==> config.mk <==
export PLATFORM = sky130hd
export DESIGN_NAME = fifo_stream_reader
export DESIGN_NICKNAME = d
export VERILOG_FILES = /design/src/rtl/fifo_stream_reader.sv
export SDC_FILE = /design/constraint.sdc
export NUM_CORES = 1
export LEC_CHECK = 0
export ABC_AREA = 1
export ABC_CLOCK_PERIOD_IN_PS = 4500
export CAP_MARGIN = 20
export CORE_MARGIN = 2
export CORE_UTILIZATION = 55
export DETAILED_ROUTE_END_ITERATION = 16
export PLACE_DENSITY_LB_ADDON = 0.12
export REMOVE_ABC_BUFFERS = 1
export SLEW_MARGIN = 0
export SYNTH_ARGS = -nofsm -noshare
export SYNTH_HDL_FRONTEND = slang
export SYNTH_SLANG_ARGS = --single-unit
==> constraint.sdc <==
create_clock -name clk -period 4.5 [get_ports clk]
set_clock_uncertainty 0.05 [all_clocks]
set_input_delay 0.9 -clock clk [delete_from_list [all_inputs] [get_ports clk]]
set_output_delay 0.9 -clock clk [all_outputs]
set_load 0.02 [all_outputs]
==> src/rtl/fifo_stream_reader.sv <==
// Drains a registered-read FIFO into a valid/ready stream through a 2-entry skid buffer.
// Optional end-of-packet marking is enabled by defining FIFO_STREAM_READER_PKT_LAST_EN.
module fifo_stream_reader #(
  parameter int WIDTH   = 32,
  parameter int CNT_W   = 16,
  parameter int PKT_LEN = 8
) (
  input  logic             clk,
  input  logic             reset,
  input  logic             enable,
  output logic             fifo_cs,
  output logic             fifo_re,
  input  logic             fifo_empty,
  input  logic [WIDTH-1:0] fifo_dout,
  output logic [WIDTH-1:0] m_data,
  output logic             m_valid,
  input  logic             m_ready,
  output logic             m_last,
  output logic [CNT_W-1:0] beat_count
);

  logic [WIDTH-1:0] r_buf0;
  logic [WIDTH-1:0] r_buf1;
  logic [1:0]       r_occ;
  logic             r_inflight;
  logic [CNT_W-1:0] r_beatCount;

  logic             w_pop;
  logic [2:0]       w_level;
  logic             w_room;

  assign w_pop   = m_valid && m_ready;
  // Words already owned by this stage (buffered or on the FIFO read bus), net of this cycle's pop.
  assign w_level = {1'b0, r_occ} + {2'b00, r_inflight} - {2'b00, w_pop};
  assign w_room  = (w_level < 3'd2);

  assign fifo_cs    = enable;
  assign fifo_re    = enable && !fifo_empty && !reset && w_room;
  assign m_data     = r_buf0;
  assign m_valid    = (r_occ != 2'd0);
  assign beat_count = r_beatCount;

  always_ff @(posedge clk) begin
    if (reset) begin
      r_buf0      <= '0;
      r_buf1      <= '0;
      r_occ       <= 2'd0;
      r_inflight  <= 1'b0;
      r_beatCount <= '0;
    end else begin
      r_inflight <= fifo_re;
      if (w_pop) begin
        r_beatCount <= r_beatCount + 1'b1;
      end
      case ({r_inflight, w_pop})
        2'b11: begin
          if (r_occ == 2'd2) begin
            r_buf0 <= r_buf1;
            r_buf1 <= fifo_dout;
          end else begin
            r_buf0 <= fifo_dout;
          end
        end
        2'b10: begin
          if (r_occ == 2'd0) begin
            r_buf0 <= fifo_dout;
          end else begin
            r_buf1 <= fifo_dout;
          end
          r_occ <= r_occ + 2'd1;
        end
        2'b01: begin
          r_buf0 <= r_buf1;
          r_occ  <= r_occ - 2'd1;
        end
        default: begin
        end
      endcase
    end
  end

`ifdef FIFO_STREAM_READER_PKT_LAST_EN
  localparam int PKT_W = (PKT_LEN > 1) ? $clog2(PKT_LEN) : 1;
  localparam logic [PKT_W-1:0] LAST_IDX = PKT_W'(PKT_LEN - 1);

  logic [PKT_W-1:0] r_pktIdx;

  // The head word's position in its packet equals the number of beats already sent, modulo PKT_LEN.
  always_ff @(posedge clk) begin
    if (reset) begin
      r_pktIdx <= '0;
    end else if (w_pop) begin
      r_pktIdx <= (r_pktIdx == LAST_IDX) ? '0 : r_pktIdx + 1'b1;
    end
  end

  assign m_last = m_valid && (r_pktIdx == LAST_IDX);
`else
  assign m_last = 1'b0;
`endif

endmodule

After elaboration in Yosys (flattened, before gate mapping):

Index checks and enable logic that the tools add are counted.

* register bits: 83
* input port bits: 37
* output and inout port bits: 52
* logic and storage cells: 38

* add/sub/neg operators: 5
* $lt $le $gt $ge: 1
* eq/ne operators: 7
* muxes and demuxes: 7
* reduce and logical (&&, ||, !) cells: 13

Operators by type and width (count)
* $mux W32: 4
* $pmux W32 S3: 1
* $pmux W32 S2: 1
* $add A16 B1 Y16 const B: 1
* $eq A2 B2 Y1 const B: 3
* $ne A2 B2 Y1 const B: 3
* $reduce_bool A2 Y1: 3
* $logic_and A1 B1 Y1: 4
* $pmux W2 S2: 1
* $add A2 B1 Y3: 1
* $lt A3 B2 Y1 const B: 1
* $reduce_and A3 Y1: 1
* $reduce_bool A3 Y1: 1
* $sub A3 B1 Y3: 1
* $add A2 B1 Y2 const B: 1
* $eq A2 B1 Y1 const B: 1
* $logic_not A1 Y1: 2
* $logic_not A2 Y1: 1
* $reduce_and A2 Y1: 1
* $sub A2 B1 Y2 const B: 1

Depth between registers and ports, before layout:

* depth in word-level cells: 5
* gate-level depth with buffers: 12

Worst setup path after synthesis:

Ideal clock, no wire load.

* path type: input to output
* from: input m_ready
* to: output fifo_re
* data arrival time: 2.659 ns
* setup slack: 0.891 ns
* stages on the path: 7
* path buffers: 0
* cells stage by stage: nand2_4 ha_1 nor2_1 inv_1 fa_1 nand2_1 nor4_1

* longest elaborated chain between the ends: 4

Ends and longest elaborated chain
* from (decl): line 17 `input logic m_ready,`
* $logic_and A1 B1 Y1: line 32 `assign w_pop = m_valid && m_ready;`
* $sub A3 B1 Y3: line 34 `assign w_level = {1'b0, r_occ} + {2'b00, r_inflight} - {2'b00, w_pop};`
* $lt A3 B2 Y1: line 35 `assign w_room = (w_level < 3'd2);`
* $logic_and A1 B1 Y1: line 38 `assign fifo_re = enable && !fifo_empty && !reset && w_room;`
* to (decl): line 12 `output logic fifo_re,`

No other way between the ends.

Final worst setup path:

Same ends and word-level chain as after synthesis.

==> run summary <==
The number of global-route vias before repair was 4192. Entering global routing, the biggest net connects 80 pins. The tools report the number of antenna violations at the first check in global routing as 0.

The share of the clock period used by the worst path is 90.5%, and the cell area after placement is 5090 sq um. The total of buffers placed on input and output ports was 87. The path with the worst hold slack has its endpoint at beat_count[11]$_SDFFE_PP0P_. At the worst endpoint, the required time is 3.55 ns. The first global-routing pass estimated 17.8 mm of wire. CTS saw 83 sinks. Routed wirelength normalized by instance count: 13.3 microns. The run gives 0.450 ns as the worst hold slack.

The last weighted congestion value of the routability-driven placer is 0.841. The reg2reg setup slack was 2.00 ns. The run gives 0 as the total inserted antenna cells. The tools report the detailed-router iteration count before antenna repair as 5. For the remaining global-route overflow, the log shows 0. The launch point of the worst path is m_ready.

The worst-case clock buffer depth was 2; the critical path arrival was 3.12 ns. For this run, the leading register cell type out of synthesis is dfxtp_1. The floorplan has 32 rows.

The power density of the placed cells is 417 nW/um^2. Setup total negative slack on the finished layout was measured at 0 ns. For the pin with the worst max-slew slack, the measured transition is 1.05 ns. Of the post-synthesis cell area, the dominant cell type holds 39.0%. The post-synthesis mux area share was 0%. The number of register bits inferred by synthesis was 83. Number of DRC markers in iteration 0: 274. Leading cell type by number of instances after synthesis: nor2_1. After synthesis, flip-flops and latches occupy 39.0% of the total area.

The number of placed I/O pins was 89. The min-delay analysis places its worst path in the category register to register. Count of pins over their slew limit: 0. The total routing resource utilization after global routing is 25.2%, and the post-synthesis adder-cell area fraction is 1.06%.

Of the cells placed in the final design, the portion with a size suffix greater than 1 is 5.23%. The maximum net fanout on the critical path came out at 4. Ranked by total cell area, the synthesized netlist is headed by dfxtp_1 39%, nor2_1 11%, o21ai_0 10%.

The share of the synthesized area in compound gates (AO/OA/AOI/OAI) is 25.4%. After detailed routing, the number of vias per cell comes to 5.40. The tools report the source of the worst register-to-register timing path as r_occ[1]$_SDFFE_PP0N_. Measured against its own limit, the worst slew margin works out to 29.4%. For this configuration, the core starts out at a cell density of 56.0%. The hold path startpoint is beat_count[11]$_SDFFE_PP0P_. The run finished with clean final reports. Setup violations remaining at the end of the flow were counted as 0. The number of instances on the worst hold path is 2, and the number of nets at the end of the flow is 742. The kind of start point of the critical path was an input pin. The synthesized design spends more area on one cell type than any other, namely dfxtp_1. TritonCTS built the clock tree. The tools report the CTS H-tree depth as 3. By area, the combinational part of the netlist is dominated by compound AO/OA/AOI/OAI gates.

The tools report the hold violation count in the final report as 0. The post-detailed-routing wire length is 10.8 mm, and the design area is 5320 sq um. The chip height works out to 92.0 microns.

Setup repair after global routing left no endpoint under its margin. The run gives 0 as the remaining antenna violation count after routing. For the synthesized instance count, the log shows 639.

After synthesis, the netlist uses 31 different library cells. The routed layout has 4371 vias. The synthesized netlist devotes 21.0% of its cell area to simple gates. In this run the standard cell core region covers 7610 sq um. After detailed routing, the number of remaining DRC violations is 0. Clock latency on the worst-skew pair, taken at its later pin, is 0.36 ns. Area of the die: 8470 sq um. The cell area that synthesis handed to floorplanning was 4260 sq um.

The top achievable clock speed was 246 MHz. Counting flops with a built-in enable in the synthesized netlist gives 0. In this run the critical register-to-register path is captured at r_buf1[31]$_SDFFE_PP0P_. The routed design could run at a clock period as short as 4.07 ns. Sorting the synthesized cells by how often they occur yields 127 x nor2_1, 87 x o21ai_0, 85 x inv_1. The run gives 0.240 mV as the maximum vdd drop.

The worst setup path is captured at an output pin. The run gives 6.57 mm as the estimated wirelength of the detail-placed design. The tools report the clock tree root buffer cell as clkbuf_8. In this run the horizontal extent of the chip is 92.0 microns.

Clock-pin slew was measured on the worst setup and hold paths at 0.08 ns. The worst register-to-register path has a depth of 9. Relative to the synthesized area, the layout overhead comes to 24.9%. In this run, post-CTS hold repair placed 0 buffers. The type of the setup path with the least slack is input pin to output pin. The xor/xnor share of the synthesized area was 0.411%; the static leakage was 2.14 nW. In this run, CTS created clock tree buffers numbering 9.

The max-cap violation count is 0. The proportion of synthesized flip-flops having asynchronous set or reset works out to 0%. For this run, the number of Yosys warnings is 0. A synthesized cell averages 6.67 sq um.
[through the flow]
step	power [mW]	instances	worst slack, ns	utilization (%)
2_1_floorplan	1.34	598	0.792	-
3_3_place_gp	1.63	792	0.117	66.9
3_5_place_dp	1.66	792	0.0459	66.9
4_1_cts	2.22	808	0.0468	69.7
5_1_grt	2.34	809	0.257	70.0
6_report	2.22	809	0.427	70.0
[worst max path at each step]
stage,to,slack (ns),cells past startpoint
4_1_cts,fifo_re,0.05,9
3_3_place_gp,fifo_re,0.12,9
6_report,fifo_re,0.43,9
5_1_grt,fifo_re,0.26,9
3_5_place_dp,fifo_re,0.05,9
2_1_floorplan,fifo_re,0.79,7
[flip-flops by register name (all words and copies together), names as in the netlist]
signal      count
beat_count     16
r_buf1         32
r_inflight      1
m_data         32
r_occ           2
[report_power, final]
part | switching [mW] | leakage, nW | internal (mW)
Sequential | 0.0561 | 0.674 | 0.829
Combinational | 0.457 | 1.37 | 0.308
Clock | 0.268 | 0.102 | 0.302
[area by class of cell]
class                      count  area [sq um]
tap                          102           128
clock buffer                  13           169
inverter                      88           330
timing repair buffer          93           943
sequential                    83          1660
clock inverter                 3          45.0
multi-input combinational    427          2050
fill                         646          2280
[placed cells by master (no fill, tap or decap), drive strengths merged, types with 6 or more instances in the layout]
cell | Yosys | layout
nor2 | 130 | 130
nand3 | 7 | 7
nand4 | 7 | 7
o21ai | 103 | 103
o22ai | 32 | 32
a21oi | 70 | 70
clkdlybuf4s50 | 0 | 86
clkbuf | 17 | 13
inv | 88 | 88
dfxtp | 83 | 83
nand2 | 66 | 66
buf | 24 | 6
[worst max-delay path, stage by stage]
cell             delay [ns]
clkdlybuf4s50_1        0.58
nand2_4                0.07
ha_1                   0.30
nor2_1                 0.14
inv_1                  0.07
fa_1                   0.48
nand2_1                0.07
nor4_1                 0.25
dlymetal6s2s_1         0.27
[metal layers]
layer | vias up | GRT usage (%) | wire, microns
met1 | 2014 | 28.9 | 4630
met2 | 137 | 47.6 | 5470
li1 | 2205 | - | -
met5 | - | 0 | 0
met3 | 15 | 3.37 | 556
met4 | 0 | 8.96 | 129
[cells by family (layout without fill, tap and decap cells)]
logic type,count (synthesis),in the layout
and+or+nand+nor,215,215
AOI/OAI and AO/OA,206,206
buffers and inverters,129,197
DFF,83,83
adders and majority gates,3,3
xor gates and xnor gates,2,2
other,1,1
[what timing repair did]
| action | in CTS | in global routing |
|---|---|---|
| endpoints found under the setup margin | 0 | 1 |
| gates resized for setup | 0 | 1 |
| buffers inserted | 0 | 0 |
Note: power is estimated with default switching activity, not from simulation.
